===== src/rtl/eth_10g_tx_stat_pkg.sv =====
// Shared field positions, CSR map and stage-1 record for the 10G MAC TX
// statistics collector.
package eth_10g_tx_stat_pkg;

    localparam int unsigned LEN_LSB       = 0;
    localparam int unsigned LEN_MSB       = 15;
    localparam int unsigned BCAST_BIT     = 16;
    localparam int unsigned MCAST_BIT     = 17;
    localparam int unsigned PAUSE_BIT     = 18;
    localparam int unsigned ERR_UNDERFLOW = 0;
    localparam int unsigned ERR_OVERSIZE  = 1;
    localparam int unsigned CLEAR_BIT     = 0;

    localparam logic [3:0] ADDR_FRAMES_OK  = 4'h0;
    localparam logic [3:0] ADDR_FRAMES_ERR = 4'h1;
    localparam logic [3:0] ADDR_OCTETS_LO  = 4'h2;
    localparam logic [3:0] ADDR_OCTETS_HI  = 4'h3;
    localparam logic [3:0] ADDR_BCAST      = 4'h4;
    localparam logic [3:0] ADDR_MCAST      = 4'h5;
    localparam logic [3:0] ADDR_PAUSE      = 4'h6;
    localparam logic [3:0] ADDR_UNDERFLOW  = 4'h7;
    localparam logic [3:0] ADDR_OVERSIZE   = 4'h8;
    localparam logic [3:0] ADDR_CTRL       = 4'hF;

    typedef struct packed {
        logic        valid;
        logic        err;
        logic [15:0] len;
        logic        bcast;
        logic        mcast;
        logic        pause;
        logic        underflow;
        logic        oversize;
    } s1_stat_t;

endpackage


===== src/rtl/eth_10g_tx_stat_counter.sv =====
// Wrapping statistics counter; a clear in the same cycle as an increment
// leaves only the increment.
module eth_10g_tx_stat_counter #(
    parameter int unsigned W = 32
) (
    input  logic         clk,
    input  logic         reset_n,
    input  logic         clr,
    input  logic         inc_en,
    input  logic [W-1:0] inc_val,
    output logic [W-1:0] cnt
);

    logic [W-1:0] add;

    assign add = inc_en ? inc_val : '0;

    always_ff @(posedge clk or negedge reset_n) begin
        if (!reset_n) begin
            cnt <= '0;
        end else if (clr) begin
            cnt <= add;
        end else begin
            cnt <= cnt + add;
        end
    end

endmodule


===== src/rtl/eth_10g_mac_tx_stat_collector.sv =====
// TX status stream statistics: stage-1 decode, stage-2 counters, and a
// one-cycle-latency Avalon-MM read port with a coherent octet high-half shadow.
module eth_10g_mac_tx_stat_collector
    import eth_10g_tx_stat_pkg::*;
#(
    parameter int unsigned CNT_W = 32,
    parameter int unsigned OCT_W = 40
) (
    input  logic        clk,
    input  logic        reset_n,
    output logic        status_ready,
    input  logic        status_valid,
    input  logic [39:0] status_data,
    input  logic [6:0]  status_error,
    input  logic [3:0]  csr_address,
    input  logic        csr_read,
    output logic [31:0] csr_readdata,
    input  logic        csr_write,
    input  logic [31:0] csr_writedata
);

    s1_stat_t s1;

    logic clr;
    logic ok_en, err_en;

    logic [CNT_W-1:0] frames_ok, frames_err, bcast_ok, mcast_ok, pause_ok;
    logic [CNT_W-1:0] underflow_cnt, oversize_cnt;
    logic [OCT_W-1:0] octets_ok;
    logic [31:0]      shadow;
    logic [31:0]      rd_mux;

    logic unused_bits;
    assign unused_bits = &{1'b0, status_data[39:19], csr_writedata[31:1]};

    always_ff @(posedge clk or negedge reset_n) begin
        if (!reset_n) begin
            s1           <= '0;
            status_ready <= 1'b0;
        end else begin
            status_ready <= 1'b1;
            s1.valid     <= status_valid;
            s1.err       <= |status_error;
            s1.len       <= status_data[LEN_MSB:LEN_LSB];
            s1.bcast     <= status_data[BCAST_BIT];
            s1.mcast     <= status_data[MCAST_BIT];
            s1.pause     <= status_data[PAUSE_BIT];
            s1.underflow <= status_error[ERR_UNDERFLOW];
            s1.oversize  <= status_error[ERR_OVERSIZE];
        end
    end

    assign clr    = csr_write && (csr_address == ADDR_CTRL) && csr_writedata[CLEAR_BIT];
    assign ok_en  = s1.valid && !s1.err;
    assign err_en = s1.valid && s1.err;

    eth_10g_tx_stat_counter #(.W(CNT_W)) u_frames_ok (
        .clk(clk), .reset_n(reset_n), .clr(clr), .inc_en(ok_en),
        .inc_val(CNT_W'(1)), .cnt(frames_ok));
    eth_10g_tx_stat_counter #(.W(CNT_W)) u_frames_err (
        .clk(clk), .reset_n(reset_n), .clr(clr), .inc_en(err_en),
        .inc_val(CNT_W'(1)), .cnt(frames_err));
    eth_10g_tx_stat_counter #(.W(CNT_W)) u_bcast (
        .clk(clk), .reset_n(reset_n), .clr(clr), .inc_en(ok_en && s1.bcast),
        .inc_val(CNT_W'(1)), .cnt(bcast_ok));
    eth_10g_tx_stat_counter #(.W(CNT_W)) u_mcast (
        .clk(clk), .reset_n(reset_n), .clr(clr), .inc_en(ok_en && s1.mcast),
        .inc_val(CNT_W'(1)), .cnt(mcast_ok));
    eth_10g_tx_stat_counter #(.W(CNT_W)) u_pause (
        .clk(clk), .reset_n(reset_n), .clr(clr), .inc_en(ok_en && s1.pause),
        .inc_val(CNT_W'(1)), .cnt(pause_ok));
    eth_10g_tx_stat_counter #(.W(CNT_W)) u_underflow (
        .clk(clk), .reset_n(reset_n), .clr(clr), .inc_en(err_en && s1.underflow),
        .inc_val(CNT_W'(1)), .cnt(underflow_cnt));
    eth_10g_tx_stat_counter #(.W(CNT_W)) u_oversize (
        .clk(clk), .reset_n(reset_n), .clr(clr), .inc_en(err_en && s1.oversize),
        .inc_val(CNT_W'(1)), .cnt(oversize_cnt));
    eth_10g_tx_stat_counter #(.W(OCT_W)) u_octets (
        .clk(clk), .reset_n(reset_n), .clr(clr), .inc_en(ok_en),
        .inc_val({{(OCT_W-16){1'b0}}, s1.len}), .cnt(octets_ok));

    // Shadow is taken from the same pre-update snapshot as the low-half read.
    always_ff @(posedge clk or negedge reset_n) begin
        if (!reset_n) begin
            shadow <= '0;
        end else if (clr) begin
            shadow <= '0;
        end else if (csr_read && (csr_address == ADDR_OCTETS_LO)) begin
            shadow <= 32'(octets_ok[OCT_W-1:32]);
        end
    end

    always_comb begin
        rd_mux = '0;
        case (csr_address)
            ADDR_FRAMES_OK:  rd_mux = 32'(frames_ok);
            ADDR_FRAMES_ERR: rd_mux = 32'(frames_err);
            ADDR_OCTETS_LO:  rd_mux = octets_ok[31:0];
            ADDR_OCTETS_HI:  rd_mux = shadow;
            ADDR_BCAST:      rd_mux = 32'(bcast_ok);
            ADDR_MCAST:      rd_mux = 32'(mcast_ok);
            ADDR_PAUSE:      rd_mux = 32'(pause_ok);
            ADDR_UNDERFLOW:  rd_mux = 32'(underflow_cnt);
            ADDR_OVERSIZE:   rd_mux = 32'(oversize_cnt);
            default:         rd_mux = '0;
        endcase
    end

    always_ff @(posedge clk or negedge reset_n) begin
        if (!reset_n) begin
            csr_readdata <= '0;
        end else if (csr_read) begin
            csr_readdata <= rd_mux;
        end
    end

endmodule

===== config.mk =====
export PLATFORM = sky130hd
export DESIGN_NAME = eth_10g_mac_tx_stat_collector
export DESIGN_NICKNAME = d
export VERILOG_FILES = /design/src/rtl/eth_10g_tx_stat_pkg.sv /design/src/rtl/eth_10g_tx_stat_counter.sv /design/src/rtl/eth_10g_mac_tx_stat_collector.sv
export SDC_FILE = /design/constraint.sdc
export NUM_CORES = 1
export LEC_CHECK = 0
export ABC_AREA = 0
export CORE_MARGIN = 2
export CORE_UTILIZATION = 23
export CTS_CLUSTER_DIAMETER = 30
export DETAILED_ROUTE_END_ITERATION = 10
export PLACE_DENSITY = 0.37
export REMOVE_ABC_BUFFERS = 1
export SYNTH_ARGS = -nofsm -noshare
export SYNTH_HDL_FRONTEND = slang
export SYNTH_SLANG_ARGS = --single-unit

===== constraint.sdc =====
create_clock -name clk -period 3.1 [get_ports clk]
set_input_delay 0.62 -clock clk [delete_from_list [all_inputs] [get_ports clk]]
set_output_delay 0.62 -clock clk [all_outputs]
set_load 0.02 [all_outputs]

==> flow_summary.toml <==
[logic_synthesis]
synth-seq-area-share_pct = 48.9
ys_top_cells_by_count = "dfrtp_1 (328), nor2_1 (235), xor2_1 (132)"
ys.flop_type = "dfrtp_1"
syn_inst = 1731
synth_top_area_share_pct = 48.9
synth.avg_cell_area_sq_um = 9.69
synthesis.yosys.warnings = 0
synthDistinctLibCells = 62
netlist_area_sq_um = 16800
ys_top_cells_by_area = "dfrtp_1 (49%), xor2_1 (6.9%), nor2_1 (5.3%)"
synth_seq_cells = 328
synth_top_area_cell = "dfrtp_1"
synth_async_sr_flop_share_pct = 100
synth_edf_count = 0
yosysMostFrequentCell = "dfrtp_1"

[grt]
grt_pass1_vias = 14100
grt_overflow = 0
antenna_found_initial = 0
grt_use_total_pct = 15.3
grt_max_degree = 86
grt_pass1_wl_microns = 87100

[outcome]
status = "finished clean"

[placed_design]
port_buffers = 68
pre_cts_ws_ps = -84.6
dp_hpwl_microns = 39000
dpl_cell_area_sq_um = 19300
dp_cells = 2766
place_congestion = 0.836

[worst_setup_path]
cp_slowest_stage_delay_ps = 620
path_max_fanout = 7
path_buf_inv = 2
crit_family = "simple AND/OR/NAND/NOR gates"
startpoint = "s1[22]$_DFF_PN0_"
reg2reg_from = "s1[22]$_DFF_PN0_"
cp.required_ps = 3650
crit_path_cell_trace = "nor2b_4 -> clkbuf_4 -> buf_4 -> and2_1 -> ha_4 -> nand3_2 -> or4_4 -> a31o_4 -> or4_4 -> a21oi_2"
cpMaxStageDelayCell = "or4_4"
worst_setup_path_start_kind = "flip-flop"
rrSetupSlack_ps = 70
end_kind = "flip-flop"
cp_common_cell = "or4_4"
critPathKind = "reg -> reg"
critPathArrivalTime_ps = 3580

[die]
die_h_microns = 274
rows = 99
coreArea_sq_um = 72600
die_x_microns = 274
pin_count = 121
start_util_pct = 23.1
die_area_sq_um = 75100

[cells_and_area]
postLayoutCoreUtil_pct = 31.6
area_growth_pct = 36.6
drive_gt1_share_pct = 15.5
n_fill_cell = 7508
diodes = 0
final_area_sq_um = 22900
layout.cells.non_filler = 2957
nets = 2035

[pwr]
switching_share_pct = 29.0
clkPwrFrac_pct = 52.5
power_mw = 19.3
p_seq_share_pct = 34.9
ir_worst_vdd_v = 0.000403
p_per_area_nw_per_um2 = 844
switchingPower_mw = 5.61
combPwrFrac_pct = 12.6
p_int_mw = 13.7
p_leak_nw = 9.28

[clock_tree]
cts_root_buffer = "clkbuf_16"
insertion_delay_ps = 640
cts_sinks = 328
cts_buffers = 101
path_clk_slew_ps = 40
ctsHtreeMaxLevel = 3
cts.path.max_buffers = 3
cts_tree = "done"

[min_path]
hold_class = "in -> reg"
hold_start = "status_data[8]"

[timing]
maxSlewViolCount = 0
worstMarginPinSlew_ps = 715
hold_viol_final = 0
relSlewSlack_pct = 51.9
tns_ps = 0
finClkSkew_ps = 57.4
timing.fmax_mhz = 330
setup_slack_ps = 72.0
min_period_ps = 3030
setup_viol = 0
grt_setup_unrepaired = "true"
min_period_over_period_pct = 97.7
whs_ps = 417

[routing]
route.detailed.drc = 0
drtIter0Drc = 831
wl_met1_microns = 26400
top_layer = "met4"
wl_met2_microns = 26200
drtPass1Iterations = 5
drtAntennaViolNets = 0
routedWlPerCell_microns = 19.3
routed-wl-met3_microns = 2310
viasPerCell = 4.66
vias = 13800
drt_wl_total_microns = 57000

[job]
maxCapViolCount = 0
[cell type report]
class	count	area, sq um	share of cell area (%)
multi-input cells	1268	8250	36.0
clock inverters	31	443	1.93
well taps	959	1200	5.23
repair buffers	157	1580	6.91
flip-flops and latches	328	8210	35.8
clock buffers	154	3020	13.2
inverters	60	225	0.982
[power groups by stage]
stage | logic [mW] | registers, mW | clock network [mW]
2_1_floorplan | 1.61 | 6.37 | 0
3_3_place_gp | 2.38 | 6.76 | 0
3_5_place_dp | 2.43 | 6.78 | 0
4_1_cts | 2.45 | 6.74 | 10.4
5_1_grt | 2.77 | 6.93 | 10.7
6_report | 2.44 | 6.75 | 10.2
[worst paths after layout]
check / to / depth (start not counted)
setup / recovery: u_octets.cnt[30]$_DFF_PN0_ / 10
hold / removal: s1[13]$_DFF_PN0_ / 1
setup reg to reg: u_octets.cnt[30]$_DFF_PN0_ / 10
hold reg to reg: csr_readdata[4]$_DFFE_PN0P_ / 2
max in group asynchronous: status_ready$_DFF_PN0_ / 3
min in group asynchronous: u_octets.cnt[26]$_DFF_PN0_ / 2
[kinds of logic after synthesis]
logic type | after synthesis | synth area share, %
and+or+nand+nor | 710 | 21.2
DFF | 328 | 48.9
AOI/OAI and AO/OA | 299 | 12.2
xor gates and xnor gates | 209 | 10.9
buffers and inverters | 136 | 3.21
adders and majority gates | 31 | 2.36
muxes | 17 | 1.10
other | 1 | 0.0224
[state kept, by name, summed over array words and instances (netlist names), 32 cells and up]
| register | cells |
|---|---|
| u_octets.cnt | 40 |
| u_pause.cnt | 32 |
| u_underflow.cnt | 32 |
| u_mcast.cnt | 32 |
| u_frames_err.cnt | 32 |
| u_oversize.cnt | 32 |
| u_frames_ok.cnt | 32 |
| csr_readdata | 32 |
| u_bcast.cnt | 32 |
[cell usage in the layout (no fill, tap or decap), types with 34 or more instances in the layout]
cell type | netlist | routed
clkbuf_16 | 0 | 101
nor2_1 | 235 | 232
and2_1 | 38 | 37
o21ai_0 | 46 | 46
clkdlybuf4s50_1 | 0 | 66
xnor2_1 | 77 | 77
and3_1 | 53 | 53
nand3_1 | 74 | 73
nand2_1 | 117 | 117
inv_1 | 60 | 60
a22oi_1 | 87 | 87
xor2_1 | 132 | 132
nand4_1 | 58 | 58
a21oi_1 | 45 | 40
dfrtp_1 | 328 | 328
o22ai_1 | 34 | 34
buf_4 | 0 | 67
[what timing repair did]
action / in CTS / in global routing
cloned: 1 / 1
setup endpoints to repair: 8 / 11
pin swaps: 3 / 9
hold buffers: 1 / 0
hold endpoints to repair: 12 / 0
resized for setup: 3 / 27
setup buffers: 1 / 2
[routing by layer]
metal | global-route usage (%) | up-vias
met1 | 20.4 | 6804
met5 | 0 | -
met2 | 24.2 | 298
met3 | 3.00 | 111
met4 | 6.62 | 0
li1 | - | 6575
No activity file was read; power rests on OpenSTA's default activity.
